--- src/rtl/inv_mixed_column_block.sv ---
// inv_mixed_column_block: one-column-per-cycle AES (Inv)MixColumns engine with valid/ready handshakes
module inv_mixed_column_block (
    input  logic                  clk_i,
    input  logic                  rst_ni,
    input  logic                  in_valid_i,
    output logic                  in_ready_o,
    input  logic                  in_fwd_i,
    input  logic [3:0][3:0][7:0]  in_state_i,
    output logic                  out_valid_o,
    input  logic                  out_ready_i,
    output logic [3:0][3:0][7:0]  out_state_o,
    output logic                  busy_o
);
    typedef enum logic [1:0] {IDLE, CALC, DONE} state_t;

    state_t               state_q, state_d;
    logic [1:0]           col_q, col_d;
    logic                 mode_q, mode_d;
    logic                 out_valid_q, out_valid_d;
    logic                 busy_q, busy_d;
    logic [3:0][3:0][7:0] buf_q, buf_d;
    logic [3:0][3:0][7:0] out_q, out_d;
    logic [3:0][7:0]      col_res;

    function automatic logic [7:0] xt(input logic [7:0] a);
        return {a[6:0], 1'b0} ^ (a[7] ? 8'h1b : 8'h00);
    endfunction

    // m is a 4-bit constant, so the product is a XOR of the ×1/×2/×4/×8 chain
    function automatic logic [7:0] gmul(input logic [7:0] a, input logic [3:0] m);
        logic [7:0] a2, a4, a8;
        a2 = xt(a);
        a4 = xt(a2);
        a8 = xt(a4);
        return ({8{m[0]}} & a) ^ ({8{m[1]}} & a2) ^ ({8{m[2]}} & a4) ^ ({8{m[3]}} & a8);
    endfunction

    // Both matrices are circulant: row r is row 0 rotated right by r, so only the offset k-r matters
    function automatic logic [3:0] coef(input logic fwd, input logic [1:0] i);
        return fwd ? (i == 2'd0 ? 4'h2 : i == 2'd1 ? 4'h3 : 4'h1)
                   : (i == 2'd0 ? 4'he : i == 2'd1 ? 4'hb : i == 2'd2 ? 4'hd : 4'h9);
    endfunction

    // Column col of the captured state multiplied by the captured matrix
    always_comb begin
        col_res = '0;
        for (int r = 0; r < 4; r++)
            for (int k = 0; k < 4; k++)
                col_res[r] = col_res[r] ^ gmul(buf_q[k][col_q], coef(mode_q, 2'(k - r)));
    end

    // FSM next-state: accept in IDLE, one column per CALC cycle, hold result in DONE until taken
    always_comb begin
        state_d     = state_q;
        col_d       = col_q;
        mode_d      = mode_q;
        buf_d       = buf_q;
        out_d       = out_q;
        out_valid_d = out_valid_q;
        case (state_q)
            IDLE: if (in_valid_i) begin
                buf_d   = in_state_i;
                mode_d  = in_fwd_i;
                col_d   = 2'd0;
                state_d = CALC;
            end
            CALC: begin
                for (int r = 0; r < 4; r++)
                    out_d[r][col_q] = col_res[r];
                col_d = (col_q == 2'd3) ? col_q : col_q + 2'd1;
                if (col_q == 2'd3) begin
                    state_d     = DONE;
                    out_valid_d = 1'b1;
                end
            end
            DONE: if (out_ready_i) begin
                out_valid_d = 1'b0;
                state_d     = IDLE;
            end
            default: state_d = IDLE;
        endcase
        busy_d = (state_d != IDLE);
    end

    // State registers with synchronous active-low reset that aborts any block in flight
    always_ff @(posedge clk_i) begin
        if (!rst_ni) begin
            state_q     <= IDLE;
            col_q       <= 2'd0;
            mode_q      <= 1'b0;
            buf_q       <= '0;
            out_q       <= '0;
            out_valid_q <= 1'b0;
            busy_q      <= 1'b0;
        end else begin
            state_q     <= state_d;
            col_q       <= col_d;
            mode_q      <= mode_d;
            buf_q       <= buf_d;
            out_q       <= out_d;
            out_valid_q <= out_valid_d;
            busy_q      <= busy_d;
        end
    end

    assign in_ready_o  = (state_q == IDLE);
    assign out_valid_o = out_valid_q;
    assign out_state_o = out_q;
    assign busy_o      = busy_q;
endmodule

--- config.mk ---
export PLATFORM = sky130hd
export DESIGN_NAME = inv_mixed_column_block
export DESIGN_NICKNAME = d
export VERILOG_FILES = /design/src/rtl/inv_mixed_column_block.sv
export SDC_FILE = /design/constraint.sdc
export NUM_CORES = 1
export LEC_CHECK = 0
export CAP_MARGIN = 20
export CORE_MARGIN = 2
export CORE_UTILIZATION = 51
export DETAILED_ROUTE_END_ITERATION = 10
export HOLD_SLACK_MARGIN = 0.06
export PLACE_DENSITY_LB_ADDON = 0.25
export SLEW_MARGIN = 40
export SYNTH_ARGS = -nofsm -noshare
export SYNTH_HDL_FRONTEND = slang
export SYNTH_SLANG_ARGS = --single-unit
--- constraint.sdc ---
create_clock -name clk_i -period 3.95 [get_ports clk_i]
set_clock_uncertainty 0.15 [all_clocks]
set_input_delay 1.185 -clock clk_i [delete_from_list [all_inputs] [get_ports clk_i]]
set_output_delay 1.185 -clock clk_i [all_outputs]
set_load 0.01 [all_outputs]
# --- Yosys cells after proc, flatten, opt, wreduce, memory -nomap -nowiden ---
# Cells that the tools add are included.
op_classes:
  add_sub_neg: 1
  order_cmp: 2
  n_eq_ne: 7
  muxes: 40
  n_bitwise: 136
  reduce_logical: 8
op_table:
  columns: ["operator", "n"]
  rows:
  - ["$and A8 B8 Y8", 64]
  - ["$xor A8 B8 Y8", 61]
  - ["$bwmux W32", 4]
  - ["$xor A8 B5 Y8", 11]
  - ["$bmux W8 S2", 4]
  - ["$mux W5", 12]
  - ["$mux W8", 5]
  - ["$demux W8 S2", 1]
  - ["$mux W4", 4]
  - ["$mux W2", 5]
  - ["$ne A2 B2 Y1 const B", 4]
  - ["$pmux W2 S3", 1]
  - ["$reduce_and A3 Y1", 2]
  - ["$reduce_bool A2 Y1", 3]
  - ["$eq A2 B2 Y1 const B", 2]
  - ["$pmux W2 S2", 1]
  - ["$lt A2 B3 Y1 const B", 1]
  - ["$add A2 B1 Y2 const B", 1]
  - ["$eq A2 B1 Y1 const B", 1]
  - ["$ge A2 B1 Y1 const B", 1]
  - ["$logic_not A2 Y1", 1]
  - ["$mux W1", 2]
  - ["$pmux W1 S2", 1]
  - ["$reduce_and A2 Y1", 1]
  - ["$logic_and A1 B1 Y1", 1]
totals:
  register_bits: 263
  input_bits: 133
  out_inout_bits: 131
  wordCells: 231

# --- Longest topological paths before layout ---
depth:
  word_depth: 14
  depth_mapped: 12
  ltp_nobuf: 8

# --- Least setup slack after synthesis ---
# OpenSTA, ideal clock, no wires.
synth_path:
  path_type: "reg-to-reg"
  from: "register col_q[0]"
  to: "register out_q, in the netlist out_state_o[100]"
  arrival_ns: 3.045
  required_time_ns: 3.684
  slack_ns: 0.639
  stages_incl_launch_ff: 11
  path_buffers: 2
  path_cell_list: "dfxtp_1 -> buf_6 -> mux4_2 -> buf_2 -> xnor2_2 -> xor3_1 -> xnor2_1 -> mux2_2 -> xnor3_1 -> nor2_1 -> nor2_1"
synth_between:
  elab_chain_len: 12
  word_cells_on_any_way: 69
synth_rtl:
  columns: ["element", "line", "text"]
  rows:
  - ["start, declared", "17", "logic [1:0] col_q, col_d;"]
  - ["start signal, assigned", "97", "col_q <= col_d;"]
  - ["$bmux W8 S2", "49", "col_res[r] = col_res[r] ^ gmul(buf_q[k][col_q], coef(mode_q, 2'(k - r)));"]
  - ["$mux W8 (implied by the code)", "49", null]
  - ["$mux W5 / $xor A8 B5 Y8 (equally long branches)", "26", "return {a[6:0], 1'b0} ^ (a[7] ? 8'h1b : 8'h00);"]
  - ["$xor A8 B5 Y8 / $mux W5 (equally long branches)", "26", null]
  - ["$and A8 B8 Y8 (tied with other cells)", "35", "return ({8{m[0]}} & a) ^ ({8{m[1]}} & a2) ^ ({8{m[2]}} & a4) ^ ({8{m[3]}} & a8);"]
  - ["$xor A8 B8 Y8 (tied with other cells)", "35", null]
  - ["$xor A8 B8 Y8 / $and A8 B8 Y8 (equally long branches)", "35", null]
  - ["$xor A8 B8 Y8", "35", null]
  - ["$xor A8 B8 Y8 (3 in a row)", "49", null]
  - ["$bwmux W32 (*)", "69", "out_d[r][col_q] = col_res[r];"]
  - ["end signal, assigned", "100", "out_q <= out_d;"]
  - ["end, declared", "22", "logic [3:0][3:0][7:0] out_q, out_d;"]
# Mark *: on every way between the ends. The rest lies on a longest branch, timed or not. The select of a mux whose other input is x is not followed.
# A chain may end at the register's enable or synchronous reset.

# --- Final worst setup path ---
layout_path:
  from: "register col_q[1]"
  to: "register out_q, in the netlist out_state_o[116]"
# The elaborated chain is that of the path after synthesis.

==> run metrics <==
vias in the first global route 9,713; routed via count 10,110; IO buf count 263; pwr/cell area 537.9 nW/um^2; period utilisation layout 0.9317; Seq cells post-synth 263; Final Hold Fails 0; Root Buffer clkbuf_16; Net Sw Frac 0.3280; cts hold-fix bufs 0; total wire length 33.27 mm; Worst Tran Pin Value 0.7562 ns; Hold Crit Class register to register; Netlist Area Pre-Place 12,170 sq um; # setup viols final 0; Comb pwr share 0.356; die area 25,120 sq um; number of H-tree levels 1; Internal 0.005756 W; Core Rows 56; initial antenna violation count 0; final design area excluding fillers 15,920 sq um; Fmax 271.7 MHz; first-pass GRT wire length 52.20 mm; Final min period 3.680 ns; outcome complete, no violations; crit path launch type register; residual DRC count 0; Area growth syn-to-layout 30.82%; CTS resizes 0; max-cap check violation count 0; Clock Sinks 263; grt ovf 0; max-slew violation count 0; total track usage 0.2664; Clk pwr share 0.303; # diodes 0; post-synthesis sequential area ratio 0.4326; core area 23,470 sq um; Post-DRT Antenna Nets 0; placed cell areas 15,010 sq um; Worst EP arrival 3.96 ns; setup TNS 0 ns; DR vias/cell 5.256; CTS tree done; Post-CTS Repair Setup Buffers 0; Longest Clk Path Bufs 3; DIE HEIGHT 158.5 um; Clock transition at path regs 0.07 ns; largest net degree at the start of global routing 75; Post-Syn Instances 1,374; Crit Path Max Fanout 16; synth unique cells 35; unrepaired setup endpoints after global routing false; I/O pins 264; Switch Pwr 0.002809 W; Mapped Nets 1,511; Seq pwr share 0.341; layout cells sized above 1 0.08416; Static Leakage 5.708 nW; Avg Cell Area, Syn 8.859 sq um; Placer Congestion 0.9826; DRT Pass-1 Iters 5; Post-DP HPWL 24.64 mm; Crit Path Class register to register; DRT iter0 DRCs 689; worst ir drop on vdd 0.2895 mV; # nets final 1,721; Yosys warnings 0; post-layout util 0.6784; Die Width 158.5 um; CP Capture Type register; wire length per cell 17.30 um; Relative slew margins 0.4952; worst-skew pair later-pin latency 0.54 ns; CP required 4.23 ns; CTS Buf Count 26; Initial Util 0.5186
## stage by stage
stage	power, W	hold slack (ns)	std cells	setup WS [ns]
2_1_floorplan	0.005001	0.2831	1374	0.6390
3_3_place_gp	0.005974	0.2911	1875	0.3952
3_5_place_dp	0.006010	0.2949	1875	0.3076
4_1_cts	0.008596	0.3037	1923	0.3028
5_1_grt	0.008956	0.3207	1923	0.1191
6_report	0.008565	0.3039	1923	0.2698
## registers in the layout (all words and copies together), names as in the netlist
signal	cells
out_valid_o	1
state_q	2
busy_o	1
mode_q	1
out_state_o	128
buf_q	128
col_q	2
## worst max-delay path, stage by stage (launching register included)
cell and delay (ns):
dfxtp_2 0.57, buf_4 0.34, mux4_2 0.49, xnor2_1 0.30, xor3_1 0.31, xnor2_1 0.38
mux2_2 0.41, xnor3_1 0.40, nor2_1 0.13, nor2_1 0.07
## cell usage after synthesis, drive strengths merged
cell,instances,area [sq um]
a21oi,174,870.8
nor2b,4,25.02
buf,22,170.1
o21ai,24,120.1
clkinv,1,3.750
xor3,1,23.77
mux4,32,720.7
xnor2,153,1430
a211oi,68,510.5
xnor3,19,427.9
nand2,329,1235
clkbuf,89,334.1
nor3,1,5.000
or2,1,6.260
a22oi,1,7.510
dfxtp,263,5265
mux2,1,11.26
o21ba,4,40.04
o31ai,4,30.03
xor2,32,302.8
a31oi,1,6.260
ha,4,50.05
and2,5,31.28
nor2,133,504.2
inv,2,7.510
nand3,4,20.02
nand2b,2,12.51
## area by class of cell
type                       count  area [sq um]
multi-input combinational    997          6410
clock buffer                  37         773.2
sequential                   263          5268
inverter                       3         16.27
clock inverter                11         136.4
fill                        1881          7550
tap                          319         399.1
timing repair buffer         293          2920
## final timing paths
path	slack (ns)	cells past startpoint	start	endpoint
worst max register to register	0.27	9	col_q[1]$_SDFFE_PN0P_	out_state_o[116]$_SDFFE_PN0P_
worst max-delay path	0.27	9	col_q[1]$_SDFFE_PN0P_	out_state_o[116]$_SDFFE_PN0P_
worst min register to register	0.30	2	buf_q[16]$_SDFFE_PN0P_	buf_q[16]$_SDFFE_PN0P_
worst min-delay path	0.30	2	buf_q[16]$_SDFFE_PN0P_	buf_q[16]$_SDFFE_PN0P_
## cells by family (layout without fill, tap and decap cells)
group	after synthesis	after routing	synth area share
compound gates	276	276	0.1302
xor+xnor	205	205	0.1795
fa+ha+maj	4	4	0.004112
buf+inv	114	344	0.04235
flops	263	263	0.4326
mux	33	33	0.06014
simple gates	479	479	0.1511
## cell usage in the layout, fill, tap and decap left out, types with 2 or more instances in the layout
cell type and instances:
nand2_1 328, clkdlybuf4s50_1 263, dfxtp_1 261, a21oi_1 174, xnor2_1 144, nor2_1 131
a211oi_1 68, mux4_2 32, xor2_1 29, clkbuf_16 27, buf_4 25, o21ai_0 24
xnor3_1 19, xnor2_2 7, clkinv_2 6, clkbuf_8 6, buf_12 5, o21ba_2 4
nor2b_1 4, and2_4 4, nand3_1 4, o31ai_1 4, ha_1 4, clkbuf_1 4
xor2_2 3, bufinv_16 3, xnor2_4 2, nor2_2 2, nand2b_1 2, inv_1 2
inv_6 2, dfxtp_2 2
## power groups by stage
| stage | Clock [W] | Combinational, W | Sequential [W] |
|---|---|---|---|
| 6_report | 0.00259 | 0.00305 | 0.00292 |
| 5_1_grt | 0.00274 | 0.00328 | 0.00294 |
| 4_1_cts | 0.00262 | 0.00305 | 0.00292 |
| 3_5_place_dp | 0 | 0.00303 | 0.00298 |
| 3_3_place_gp | 0 | 0.00300 | 0.00298 |
| 2_1_floorplan | 0 | 0.00201 | 0.00299 |
## metal layers
metal  GRT usage  vias to the layer above  wire length, um
li1            -                     4968                -
met1      0.3660                     4722            14530
met2      0.4329                      347            15450
met3     0.03402                       70             2066
met5           0                        -                0
met4     0.09738                        0             1232
No activity file was read; power rests on OpenSTA's default activity.
==> RTL change 1, RTL diff (config.mk and constraints unchanged) <==
`buf_q` no longer has a reset.
--- a/src/rtl/inv_mixed_column_block.sv
+++ b/src/rtl/inv_mixed_column_block.sv
@@ -89,5 +89,4 @@
             col_q       <= 2'd0;
             mode_q      <= 1'b0;
-            buf_q       <= '0;
             out_q       <= '0;
             out_valid_q <= 1'b0;
@@ -97,9 +96,12 @@
             col_q       <= col_d;
             mode_q      <= mode_d;
-            buf_q       <= buf_d;
             out_q       <= out_d;
             out_valid_q <= out_valid_d;
             busy_q      <= busy_d;
         end
+    end
+
+    always_ff @(posedge clk_i) begin
+        buf_q <= buf_d;
     end
 
Check against the original RTL: not settled (the Yosys comparison gave no result); the edit may change what the design does.
==> RTL change 1 against the unedited design <==
Worst hold slack worse by 0.0019 ns; non-clock buffer count shrank 7; worst setup slack got worse by 0.023 ns; power is 7.2% higher; clock power shrank 9.7%; cell area decreased by 1.0%; synthesized area decreased by 1.1%; sequential cell count unchanged; sequential power is 9.2% higher; routed wire length fell by 13%; maximum frequency decreased by 0.63%; die area shrank 1.1%; combinational power increased by 20%; largest power group unchanged.
==> RTL change 1: results (changes against the unedited design) <==
Final layout
  • Number of diodes: 0 (unchanged)
  • Fraction of layout cells with a size suffix above 1: 9.54% (+1.1 points)
  • # nets final: 1366 (-21%)

Critical path
  • Critical path's top delay family: XOR/XNOR gates
  • Slowest stage delay, CP: 0.77 ns (+0.20 ns)
  • Worst EP arrival: 4.03 ns (+0.07 ns)
  • Slowest-stage cell, CP: dfxtp_2
  • Max Fanout on Critical Path: 28 (+12)

Clock network
  • Clock transition at the registers of the reported paths: roughly 0.060 ns
  • Setup bufs post-CTS: 0 (unchanged)
  • Longest Clk Path Bufs: 3 (unchanged)
  • H-tree depth: 1 (unchanged)

Place
  • GP Congestion: 0.891 (-9.4%)
  • HPWL after DPL: 21400 um (-13%)

GRT
  • Global-route wire length before repair: 44800 um (-14%)
  • Number of global-route vias before repair: 8117 (-16%)
  • Largest net degree at the start of global routing: 94 (+25%)
  • Overall global routing resource usage: 23.5% (-3.2 points)

Drt
  • Number of DRC markers in iteration 0: 565 (-18%)
  • DRT Wirelength: 29100 um (-13%)
  • Vias: 8186 (-19%)
  • First-pass DRT Iterations: 7 (+2)

Status
  • Status: finished clean

Logic synthesis
  • Syn nets: 1114 (-26%)
  • Post-synth EDFFs: 128 (+128)
  • Post-synth top cells: nand2_1, dfxtp_1, xnor2_1, edfxtp_1, nor2_1
  • Synth top area cells: edfxtp_1, dfxtp_1, xnor2_1
  • Netlist cell types: 42 (+20%)
  • Register area share after synthesis: 54.4% (+11 points)
  • Async SR Flop Fraction: 0% (unchanged)
  • Ys flop type: dfxtp_1

Pwr
  • Sw Pwr: 3.10 mW (+10%)
  • Pleak: 5.90 nW (+3.3%)
  • Peak supply drop: 0.302 mV (+4.2%)

Timing
  • Relative slew slack: 48.9% (-0.61 points)
[RTL change 1: changes by cell type after synthesis, sizes merged, moves of 57 or more]
cell / delta
nand2: -174
a21oi: -149
dfxtp: -128
edfxtp: +128
nor2: -84
a211oi: -68
a21boi: +57
[RTL change 1: cells by family (layout without fill, tap and decap cells)]
logic type	count (synthesis)	count (layout)	synth area share, %
AO/OA/AOI/OAI	157	157	9.11
XOR/XNOR	201	201	18.0
adder cells (fa/ha/maj)	4	4	0.416
buffers and inverters	66	337	2.74
flip-flops	263	263	54.4
multiplexers	39	39	6.74
AND/OR/NAND/NOR	247	247	8.59
[RTL change 1: final timing paths]
check | start | end | slack [ns] | depth (start not counted)
worst max register to register | col_q[1] | out_state_o[13] | 0.25 | 9
worst min-delay path | out_state_o[47] | out_state_o[47] | 0.30 | 2
worst min register to register | out_state_o[47] | out_state_o[47] | 0.30 | 2
worst max-delay path | col_q[1] | out_state_o[13] | 0.25 | 9
[RTL change 1: cell type report]
type	instances	area [um^2]
inverters	4	15.0
repair buffers	286	2830
flip-flops and latches	263	6550
multi-input cells	648	5160
clock buffers	41	773
well taps	319	399
fillers	1760	7570
clock inverters	6	31.3
[RTL change 1: worst register-to-register path, stage by stage (launching register included)]
cell     delay, ns
dfxtp_2       0.77
buf_4         0.33
mux4_2        0.41
xnor2_1       0.37
xnor2_1       0.25
nor2_2        0.12
xnor2_1       0.44
xnor3_1       0.56
nand2_1       0.10
o211a_1       0.14
[RTL change 1: power by group through the flow]
stage          combinational (mW)  sequential, mW  clock, mW
2_1_floorplan                2.35            3.27          0
3_3_place_gp                 3.59            3.24          0
3_5_place_dp                 3.63            3.25          0
4_1_cts                      3.66            3.19       2.38
5_1_grt                      3.91            3.20       2.50
6_report                     3.65            3.19       2.34
[RTL change 1: routing by layer]
metal	part of all wire (%)	vias up	global-route usage (%)
met5	0	-	0
li1	-	3880	-
met3	7.1	43	3.67
met4	1.9	0	5.45
met2	49	314	39.8
met1	42	3949	31.9
[RTL change 1: through the flow]
step,instance area [um^2],worst slack [ns],cells,utilization (%)
6_report,15800,0.246,1567,67.6
5_1_grt,15800,0.0285,1567,67.6
3_3_place_gp,15000,0.211,1520,64.1
2_1_floorplan,12000,0.528,977,-
4_1_cts,15800,0.169,1567,67.5
3_5_place_dp,15000,0.223,1520,64.1
==> RTL change 2, RTL diff (same settings) <==
Without the edit above. Make the reset (`rst_ni`) asynchronous in one clocked block. Comments in the files are not updated.
--- a/src/rtl/inv_mixed_column_block.sv
+++ b/src/rtl/inv_mixed_column_block.sv
@@ -84,5 +84,5 @@
 
     // State registers with synchronous active-low reset that aborts any block in flight
-    always_ff @(posedge clk_i) begin
+    always_ff @(posedge clk_i or negedge rst_ni) begin
         if (!rst_ni) begin
             state_q     <= IDLE;
Check against the original RTL: not equivalent (a bounded check fails within 4 cycles, from zero or initial values and one cycle with rst_ni low; the reset may be asserted at any time).
==> RTL change 2 against the unedited design <==
Synthesized area up 7.2%; routed wire length fell by 5.9%; sequential cell count is the same; count of clock-buffer cells in the layout up 4; cell area grew 7.0%; maximum frequency is 0.12% lower; worst setup slack worse by 0.0042 ns; critical path depth down 2.
Power is not shown: default switching activity piles up to over one toggle a cycle in this logic, so the estimate is an artifact.
==> RTL change 2: results (changes against the unedited design) <==
Logic synthesis
  • Syn nets: 1168 (-23%)
  • Async SR Flop Fraction: 100% (+100 points)
  • Netlist cell types: 35 (unchanged)
  • Ys Warns: 0 (unchanged)
  • Synth Area in XOR/XNOR: 18.5% (+0.51 points)
  • Post-synthesis compound-gate area fraction: 5.31% (-7.7 points)
  • Post-synthesis average cell area: 12.7 um^2 (+43%)
  • Register area share after synthesis: 50.4% (+7.2 points)
  • Synthesized-area fraction occupied by adder cells: 0.384% (-0.028 points)
  • Ys flop type: dfrtp_1
  • Post-synth top cells: dfrtp_1, nand2_1, mux2_2, xnor2_1, o21ai_0
  • Synth top area cells: dfrtp_1, mux2_2, xnor2_1
  • Mux contribution to synthesized area: 17.1% (+11 points)

GRT
  • Met1 Track Usage GR: 32.6% (-4.0 points)
  • GR Util met3: 5.73% (+2.3 points)
  • Global-route wire length before repair: 49500 um (-5.2%)
  • Largest net degree at the start of global routing: 98 (+31%)
  • Number of antenna violations at the first check in global routing: 2 (+2)
  • Overall global routing resource usage: 23.8% (-2.8 points)
  • Met2 Use GR: 38.6% (-4.7 points)
  • Number of global-route vias before repair: 8891 (-8.5%)

Drt
  • Met2 routed WL: 14800 um (-3.9%)
  • WL per Instance: 19.1 um (+10%)
  • Vias: 8581 (-15%)
  • First-pass DRT Iterations: 7 (+2)
  • DRT Wirelength: 31300 um (-5.9%)
  • Uppermost routed layer: met5
  • Metal1 wirelength: 13500 um (-7.1%)
  • Met3 Wirelength: 2290 um (+11%)
  • Number of DRC markers in iteration 0: 558 (-19%)

Place
  • DP Area: 16100 um^2 (+7.4%)
  • Place WS: 0.188 ns (-0.120 ns)
  • HPWL after DPL: 23200 um (-5.7%)
  • GP Congestion: 0.881 (-10%)
  • Placed insts: 1589 (-15%)

Clock network
  • H-tree depth: 1 (unchanged)
  • Total CTS buffers: 28 (+7.7%)
  • Clk_lat worst skew: 0.54 ns (about the same)

Final layout
  • Number of diodes: 0 (unchanged)
  • Fraction of layout cells with a size suffix above 1: 20.4% (+12 points)
  • # nets final: 1426 (-17%)

Critical path
  • Max Fanout on Critical Path: 16 (unchanged)
  • Slowest-stage cell, CP: mux4_2
  • Slowest stage delay, CP: 0.72 ns (+0.15 ns)
  • Crit Reg-Reg Startpoint: col_q[0]
  • Worst EP arrival: 3.93 ns (-0.03 ns)
  • Setup crit end: out_state_o[109]
  • Worst Reg2Reg Path Length in Cells: 7 (-2)

Timing
  • Relative slew slack: 49.8% (+0.30 points)
  • FMAX: 0.271 GHz (-0.12%)
  • Hold WS: 0.330 ns (+0.0257 ns)

Hold path
  • Hold EP: out_state_o[24]
  • Hold Path Depth: 2 (unchanged)
  • Hold Path Origin: out_state_o[24]

Status
  • Status: finished clean
## RTL change 2: cell count changes in the layout (fill, tap and decap cells not counted), sizes merged, moves of 7 or more
cell    delta
a211oi    -68
a21oi    -170
dfrtp    +263
dfxtp    -263
mux2     +130
nand2    -190
nor2      -95
o21ai    +109
xnor2      -7
xnor3      +8
## RTL change 2: worst reg2reg max path: stages (launching register included)
cell and delay (ns):
dfrtp_4 0.60, mux4_2 0.73, xnor2_4 0.26, mux2_4 0.35, xnor2_1 0.42, xnor3_1 0.50
xnor2_1 0.38, o21ai_1 0.16
## RTL change 2: cell type report
class | instances | area [um^2]
multi-input combinational | 700 | 6140
sequential | 263 | 6590
fill | 1845 | 8140
timing repair buffer | 291 | 2960
clock inverter | 11 | 90.1
tap | 330 | 413
inverter | 5 | 18.8
clock buffer | 41 | 831
